**src/rtl/twilight_fade_ctrl.sv**
```systemverilog
// Day/night fade sequencer: DAY hold, DUSK fade-down, NIGHT hold, DAWN fade-up,
// advanced one step per frame-start event; drives the sky background blend weight.
module twilight_fade_ctrl #(
   parameter logic [15:0] HOLD_FRAMES = 16'd600,
   parameter logic [7:0]  STEP_FRAMES = 8'd2,
   parameter logic [7:0]  FADE_STEP   = 8'd1
) (
   input  logic       clk_pix,
   input  logic       rst_n,
   input  logic       frame,
   input  logic       en,
   input  logic       force_day,
   output logic [7:0] fade_level,
   output logic [1:0] phase,
   output logic       night,
   output logic       cycle_done
);

   typedef enum logic [1:0] {
      DAY   = 2'd0,
      DUSK  = 2'd1,
      NIGHT = 2'd2,
      DAWN  = 2'd3
   } phase_e;

   phase_e      state_q;
   logic [7:0]  fade_q;
   logic [15:0] hold_cnt_q;
   logic [7:0]  step_cnt_q;
   logic        night_q;
   logic        done_q;

   logic        evt;
   logic        hold_last;
   logic        step_last;
   logic [7:0]  fade_dn_d;
   logic [8:0]  fade_up_sum;
   logic [7:0]  fade_up_d;

   // force_day is resolved first in the register block, so it is not folded in here
   assign evt       = frame & en;
   assign hold_last = (hold_cnt_q == (HOLD_FRAMES - 16'd1));
   assign step_last = (step_cnt_q == (STEP_FRAMES - 8'd1));

   // Saturating fade arithmetic: never wraps through 0 or 255
   assign fade_dn_d   = (fade_q > FADE_STEP) ? (fade_q - FADE_STEP) : 8'd0;
   assign fade_up_sum = {1'b0, fade_q} + {1'b0, FADE_STEP};
   assign fade_up_d   = fade_up_sum[8] ? 8'hFF : fade_up_sum[7:0];

   always_ff @(posedge clk_pix or negedge rst_n) begin
      if (!rst_n) begin
         state_q    <= DAY;
         fade_q     <= 8'hFF;
         hold_cnt_q <= 16'd0;
         step_cnt_q <= 8'd0;
         night_q    <= 1'b0;
         done_q     <= 1'b0;
      end else if (force_day) begin
         state_q    <= DAY;
         fade_q     <= 8'hFF;
         hold_cnt_q <= 16'd0;
         step_cnt_q <= 8'd0;
         night_q    <= 1'b0;
         done_q     <= 1'b0;
      end else begin
         done_q <= 1'b0;
         if (evt) begin
            unique case (state_q)
               DAY: begin
                  if (hold_last) begin
                     state_q    <= DUSK;
                     hold_cnt_q <= 16'd0;
                     step_cnt_q <= 8'd0;
                  end else begin
                     hold_cnt_q <= hold_cnt_q + 16'd1;
                  end
               end
               DUSK: begin
                  if (step_last) begin
                     step_cnt_q <= 8'd0;
                     fade_q     <= fade_dn_d;
                     if (fade_dn_d == 8'd0) begin
                        state_q    <= NIGHT;
                        hold_cnt_q <= 16'd0;
                        night_q    <= 1'b1;
                     end
                  end else begin
                     step_cnt_q <= step_cnt_q + 8'd1;
                  end
               end
               NIGHT: begin
                  if (hold_last) begin
                     state_q    <= DAWN;
                     hold_cnt_q <= 16'd0;
                     step_cnt_q <= 8'd0;
                     night_q    <= 1'b0;
                  end else begin
                     hold_cnt_q <= hold_cnt_q + 16'd1;
                  end
               end
               DAWN: begin
                  if (step_last) begin
                     step_cnt_q <= 8'd0;
                     fade_q     <= fade_up_d;
                     if (fade_up_d == 8'hFF) begin
                        state_q    <= DAY;
                        hold_cnt_q <= 16'd0;
                        done_q     <= 1'b1;
                     end
                  end else begin
                     step_cnt_q <= step_cnt_q + 8'd1;
                  end
               end
               default: state_q <= DAY;
            endcase
         end
      end
   end

   assign fade_level = fade_q;
   assign phase      = state_q;
   assign night      = night_q;
   assign cycle_done = done_q;

endmodule

```
**config.mk**
```make
export PLATFORM = sky130hd
export DESIGN_NAME = twilight_fade_ctrl
export DESIGN_NICKNAME = d
export VERILOG_FILES = /design/src/rtl/twilight_fade_ctrl.sv
export SDC_FILE = /design/constraint.sdc
export NUM_CORES = 1
export LEC_CHECK = 0
export ABC_AREA = 0
export CORE_AREA = 2 2 50 99
export CTS_BUF_LIST = sky130_fd_sc_hd__clkbuf_2 sky130_fd_sc_hd__clkbuf_4 sky130_fd_sc_hd__clkbuf_8
export CTS_CLUSTER_SIZE = 14
export DETAILED_ROUTE_END_ITERATION = 10
export DIE_AREA = 0 0 52 101
export GPL_TIMING_DRIVEN = 0
export PLACE_DENSITY = 0.85
export SLEW_MARGIN = 20
export SYNTH_ARGS = -nofsm -noshare
export SYNTH_HDL_FRONTEND = slang
export SYNTH_SLANG_ARGS = --single-unit
```
**constraint.sdc**
```tcl
create_clock -name clk_pix -period 4.14 [get_ports clk_pix]
set_clock_uncertainty 0.05 [all_clocks]
set_input_delay 0.828 -clock clk_pix [delete_from_list [all_inputs] [get_ports clk_pix]]
set_output_delay 0.828 -clock clk_pix [all_outputs]
set_load 0.05 [all_outputs]
```
Yosys cells after proc, flatten, opt, wreduce, memory -nomap -nowiden
Index checks and enable logic that the tools add are counted.
- flip-flop bits (word level): 36
- input port bits: 5
- logic and storage cells: 77
- equality and inequality tests: 13
- add/sub/neg operators: 4
- multiplexer cells: 40
- order comparisons: 1
- reductions and logical operators: 12
- bitwise gates (word level): 1
- operators by type and width (kind ; count):
    16-bit two-way mux ; 7
    8-bit two-way mux ; 10
    16-bit case mux with 3 select lines ; 1
    8-bit case mux with 2 select lines ; 2
    3-bit inequality test (second input constant) ; 6
    16-bit by 1-bit adder with 16-bit output (second input constant) ; 1
    16-bit by 10-bit == test with 1-bit output (second input constant) ; 1
    2-bit two-way mux ; 8
    1-bit two-way mux ; 10
    5-bit AND reduction ; 2
    8-bit by 1-bit adder with 9-bit output (second input constant) ; 1
    8-bit by 1-bit adder with 8-bit output (second input constant) ; 1
    8-bit by 1-bit == test with 1-bit output (second input constant) ; 1
    8-bit == test (second input constant) ; 1
    8-bit by 1-bit > comparator with 1-bit output (second input constant) ; 1
    8-bit logical NOT ; 1
    2-bit case mux with 4 select lines ; 1
    8-bit by 1-bit subtractor with 8-bit output (second input constant) ; 1
    7-bit AND reduction ; 1
    3-bit nonzero test ; 2
    2-bit == test (second input constant) ; 2
    4-bit AND reduction ; 1
    2-bit OR reduction ; 2
    3-bit by 1-bit inequality test with 1-bit output (second input constant) ; 1
    6 further kinds ; 6

Logic depth before layout (Yosys ltp)
- depth after elaboration: 8
- gate-level depth with buffers: 11
- gate-level depth less buffers: 8

Worst setup path after synthesis
Ideal clock, no wire load.
- path kind: register -> register
- start point: register fade_q[0], in the netlist fade_level[0]
- end point: register hold_cnt_q[13]
- data arrival time: 3.004 ns
- path buffers: 4
- path slack: 0.994 ns
- stages on the path, launching flop included: 12
- setup time: 0.092 ns
- clock period less this slack: 3.146 ns
- cell sequence: dfstp_2 -> ha_1 -> clkbuf_1 -> nand2_1 -> nor3_1 -> nor3_1 -> a311o_1 -> buf_2 -> or3_1 -> buf_6 -> buf_6 -> o31ai_2
- cells in the longest elaborated chain, start to end: 5
- RTL lines (element ; line ; RTL):
    start: declaration ; 27 ; logic [7:0] fade_q;
    start signal: assignment ; 81 ; fade_q <= fade_dn_d;
    start signal: assignment ; 104 ; fade_q <= fade_up_d;
    8-bit by 1-bit adder with 9-bit output, or another cell as far along ; 47 ; assign fade_up_sum = {1'b0, fade_q} + {1'b0, FADE_STEP};
    8-bit two-way mux, on equally long branches ; 48, 46 ;
    8-bit == test / 8-bit logical NOT (equally long branches) ; 105, 82 ;
    3-bit inequality test (no source line) ; n/a ;
    5-bit AND reduction (no source line) * ; n/a ;
    end signal: assignment ; 75 ; hold_cnt_q <= hold_cnt_q + 16'd1;
    end signal: assignment ; 98 ; hold_cnt_q <= hold_cnt_q + 16'd1;
    end: declaration ; 28 ; logic [15:0] hold_cnt_q;
Mark *: on every way between the ends. The rest lies on a longest branch, timed or not.
A chain may end at the register's enable or synchronous reset.

Worst setup path in the final report
- start point: register fade_q[0], in the netlist fade_level[0]
- end point: register hold_cnt_q[9]
Same word-level chain as after synthesis.

==> results.md <==
- Clock-pin slew on the worst setup and hold paths: ~0.080 ns
- Clock power frac: 27.2%
- Total power consumption of the routed design: 1140 uW
- Antenna violations before repair: 0
- Complex-gate fraction of the synthesized area: 24.7%
- Most instantiated flip-flop cell in the synthesis netlist: sky130_fd_sc_hd__dfrtp_1
- Part of the power in combinational logic: 36.8%
- Final hold vios: 0
- Total congestion overflow after global routing: 0
- Kind of start point of the critical path: register
- Post-Synth Simple-Gate Area: 27.0%
- Post-synth net total: ~320
- Placeable core region: 4510 um^2
- Clock latency of the later-clocked register in the worst-skew pair: about 0.29 ns
- Period utilisation layout: a little over four fifths
- Yosys cell types: 54
- Arrival time worst endpoint: about 3.7 ns
- Max IR drop VDD: 458 uV
- Gpl congestion: 0.921
- Initial core utilization: 58.7%
- Root buffer cell: sky130_fd_sc_hd__clkbuf_8
- H-Tree Depth: 2
- Number of warnings reported in the yosys synthesis log: 0
- CP Max Fanout: 11
- Count of instances resized after the clock tree is built: 0
- Count of pins over their slew limit: 0
- Cell with the most instances after synthesis: sky130_fd_sc_hd__nor2_1
- Area share of xor/xnor cells in the synthesized design: 1.65%
- Top area cells in the synthesized netlist: sky130_fd_sc_hd__dfrtp_1 26%, sky130_fd_sc_hd__dfstp_2 7.9%, sky130_fd_sc_hd__o31ai_1 5.7%
- Yosys top cell area share: about a quarter
- Final WL: 6.17 mm
- Run status: finished clean
- Cts bufs inserted: 5
- All-layer global routing usage: 25.8%
- Most instantiated cells after synthesis: 29 x sky130_fd_sc_hd__nor2_1, 28 x sky130_fd_sc_hd__dfrtp_1, 26 x sky130_fd_sc_hd__nand2_1, 20 x sky130_fd_sc_hd__o31ai_1, 19 x sky130_fd_sc_hd__o21ai_0
- Chip height: 101 um
- CTS sink count: 36
- Worst path required time: about 4.3 ns
- Detail-routed via count per cell: around 6.4
- Post-synthesis mux area share: 1.89%
- Die footprint: 5250 um^2
- First DRT Iteration DRCs: 115
- Ports placed on the boundary: 17
- Async set-reset flop share out of synthesis: 100%
- Final setup TNS: 0 ns
- Ratio of cells with drive above 1 in the final layout: between 10% and 20%
- Synth Area in Adders: 5.20%
- Routed via count: ~2,400
- Relative slew margins: 51.6%
- Post-CTS setup buffer count: 0
- Final ANT Viol Nets: 0
- Number of placement rows: 35
- Final core occ: 66.3%
- CTS tree: yes
- Quantity of hold-fixing buffers added after cts: 0
- Number of failing setup endpoints in the final timing report: 0
- Part of the power in registers: 36.1%
- Final worst hold slack: around 0.47 ns
- Port bufs: 15
- WL/cell: 16.2 um
- Via count of the first global-routing pass: 2,355
- DRC: 0
- P_int: slightly above 700 uW
- Growth of design area from synthesis to finish: 13.0%
- Antenna cells: 0
- Number of nets in the layout: 340
- Tmin final: 3.50 ns
- Net switching share of the total power: a little under two fifths
- Kind of path behind the tightest hold check: register to register
- Unrepaired setup endpoints after global routing: no
- First-pass GRT wire length: approximately 11 mm
- Count of placed standard cells in the final layout, fillers left out: 380
- Crit path kind: register to register
- Dominant cell type by area after synthesis: sky130_fd_sc_hd__dfrtp_1
- Sw Pwr: 435 uW
- Top achievable clock speed: 286 MHz
- Transition time at the pin with the least slew margin: between 0.7 and 0.8 ns
- Count of flip-flops with a built-in enable after synthesis: 0
- Clock tree buffer depth: 2
- Synth Instances: 301
- Total of max-cap violations: 0
- DR pass1 iterations: 4
- Dpl cells: 372
- Largest family of logic cells by synthesized area: simple AND/OR/NAND/NOR gates
- Flops & latches, synth: 36
- Die X: around 52 um
- Cell leakage power: 0.00132 uW
- Mapped cell area: around 2600 um^2
- Largest net degree at the start of global routing: 34
- Average cell area after synthesis: 8.79 um^2
- Hpwl dp: around 4.3 mm
- Total power density per cell area: 382 nW/um^2
- Critical Path Sink Type: register
- Share of the yosys chip area belonging to registers: 34.4%
[metrics by stage]
stage               setup slack (ns)  area (um^2)
floorplan                      0.994         2650
global placement               0.787         2870
detailed placement             0.709         2880
CTS                            0.702         2990
global route                   0.451         2990
finish                         0.639         2990
[placed cells by master (no fill, tap or decap), types with 3 or more instances in the layout]
cell type,n
sky130_fd_sc_hd__buf_2,5
sky130_fd_sc_hd__nand3_1,13
sky130_fd_sc_hd__a21o_1,3
sky130_fd_sc_hd__o31ai_1,20
sky130_fd_sc_hd__nor4_1,4
sky130_fd_sc_hd__a211oi_1,3
sky130_fd_sc_hd__nor2_1,29
sky130_fd_sc_hd__nor3_1,11
sky130_fd_sc_hd__ha_1,11
sky130_fd_sc_hd__o31ai_2,7
sky130_fd_sc_hd__or4_1,4
sky130_fd_sc_hd__nor4b_1,3
sky130_fd_sc_hd__buf_6,3
sky130_fd_sc_hd__xnor2_1,4
sky130_fd_sc_hd__a21oi_1,10
sky130_fd_sc_hd__inv_1,10
sky130_fd_sc_hd__mux2i_1,5
sky130_fd_sc_hd__nand4b_1,3
sky130_fd_sc_hd__nand2_1,26
sky130_fd_sc_hd__clkdlybuf4s50_1,14
sky130_fd_sc_hd__dfstp_2,8
sky130_fd_sc_hd__a22oi_1,3
sky130_fd_sc_hd__a31oi_1,4
sky130_fd_sc_hd__clkbuf_1,9
sky130_fd_sc_hd__dfrtp_1,28
sky130_fd_sc_hd__nand2b_1,9
sky130_fd_sc_hd__o41ai_2,4
sky130_fd_sc_hd__clkbuf_8,5
sky130_fd_sc_hd__o21ai_0,19
sky130_fd_sc_hd__and3_1,10
sky130_fd_sc_hd__nor2b_1,3
sky130_fd_sc_hd__or3_1,3
[per-layer routing]
metal  vias to the layer above  share of wire (%)  global-route usage [%]
met5                         -                  0                       0
met3                        11                4.2                    4.01
li1                       1172                  -                       -
met2                        76                 50                    40.5
met4                         0                1.7                    10.9
met1                      1168                 44                    34.8
[logic make-up (layout without fill, tap and decap cells)]
| logic type | count (synthesis) | count (layout) |
|---|---|---|
| simple gates | 130 | 130 |
| fa+ha+maj | 11 | 11 |
| xor+xnor | 5 | 5 |
| mux | 5 | 5 |
| compound gates | 86 | 86 |
| buf+inv | 28 | 52 |
| flops | 36 | 36 |
[registers in the layout, summed over array words and instances (netlist names)]
name / flops
phase: 2
step_cnt_q: 8
cycle_done: 1
fade_level: 8
hold_cnt_q: 16
night: 1
[power by group through the flow]
stage | clock network [uW] | registers, uW | logic [uW]
after floorplan | 0 | 450 | 273
after global placement | 0 | 415 | 398
after detailed placement | 0 | 418 | 412
after CTS | 317 | 411 | 415
after global routing | 328 | 418 | 462
final | 311 | 412 | 420
[area by class of cell]
cell class                 count  area [um^2]
clock inverter                 3         42.5
clock buffer                   5         68.8
sequential                    36          911
fill                         369         1520
inverter                      10         37.5
multi-input combinational    237         1600
tap                           55         68.8
buffer                        18         98.8
timing repair buffer          16          165
[critical path, cell delays in order (launching register included)]
cell	delay, ns
sky130_fd_sc_hd__dfstp_2	0.65
sky130_fd_sc_hd__ha_1	0.17
sky130_fd_sc_hd__clkbuf_1	0.29
sky130_fd_sc_hd__nand2_1	0.19
sky130_fd_sc_hd__nor3_1	0.57
sky130_fd_sc_hd__nor3_1	0.11
sky130_fd_sc_hd__a311o_1	0.30
sky130_fd_sc_hd__buf_2	0.19
sky130_fd_sc_hd__or3_1	0.37
sky130_fd_sc_hd__buf_6	0.15
sky130_fd_sc_hd__buf_6	0.15
sky130_fd_sc_hd__o31ai_2	0.22
[worst paths after layout]
check,slack (ns),cells past startpoint,startpoint,end
setup / recovery,0.64,11,fade_level[0],hold_cnt_q[9]
max in group asynchronous,3.29,2,rst_n,fade_level[2]
hold reg to reg,0.47,1,step_cnt_q[5],step_cnt_q[5]
hold / removal,0.47,1,step_cnt_q[5],step_cnt_q[5]
setup reg to reg,0.64,11,fade_level[0],hold_cnt_q[9]
min in group asynchronous,0.48,1,rst_n,fade_level[5]
Note: power is estimated with default switching activity, not from simulation.
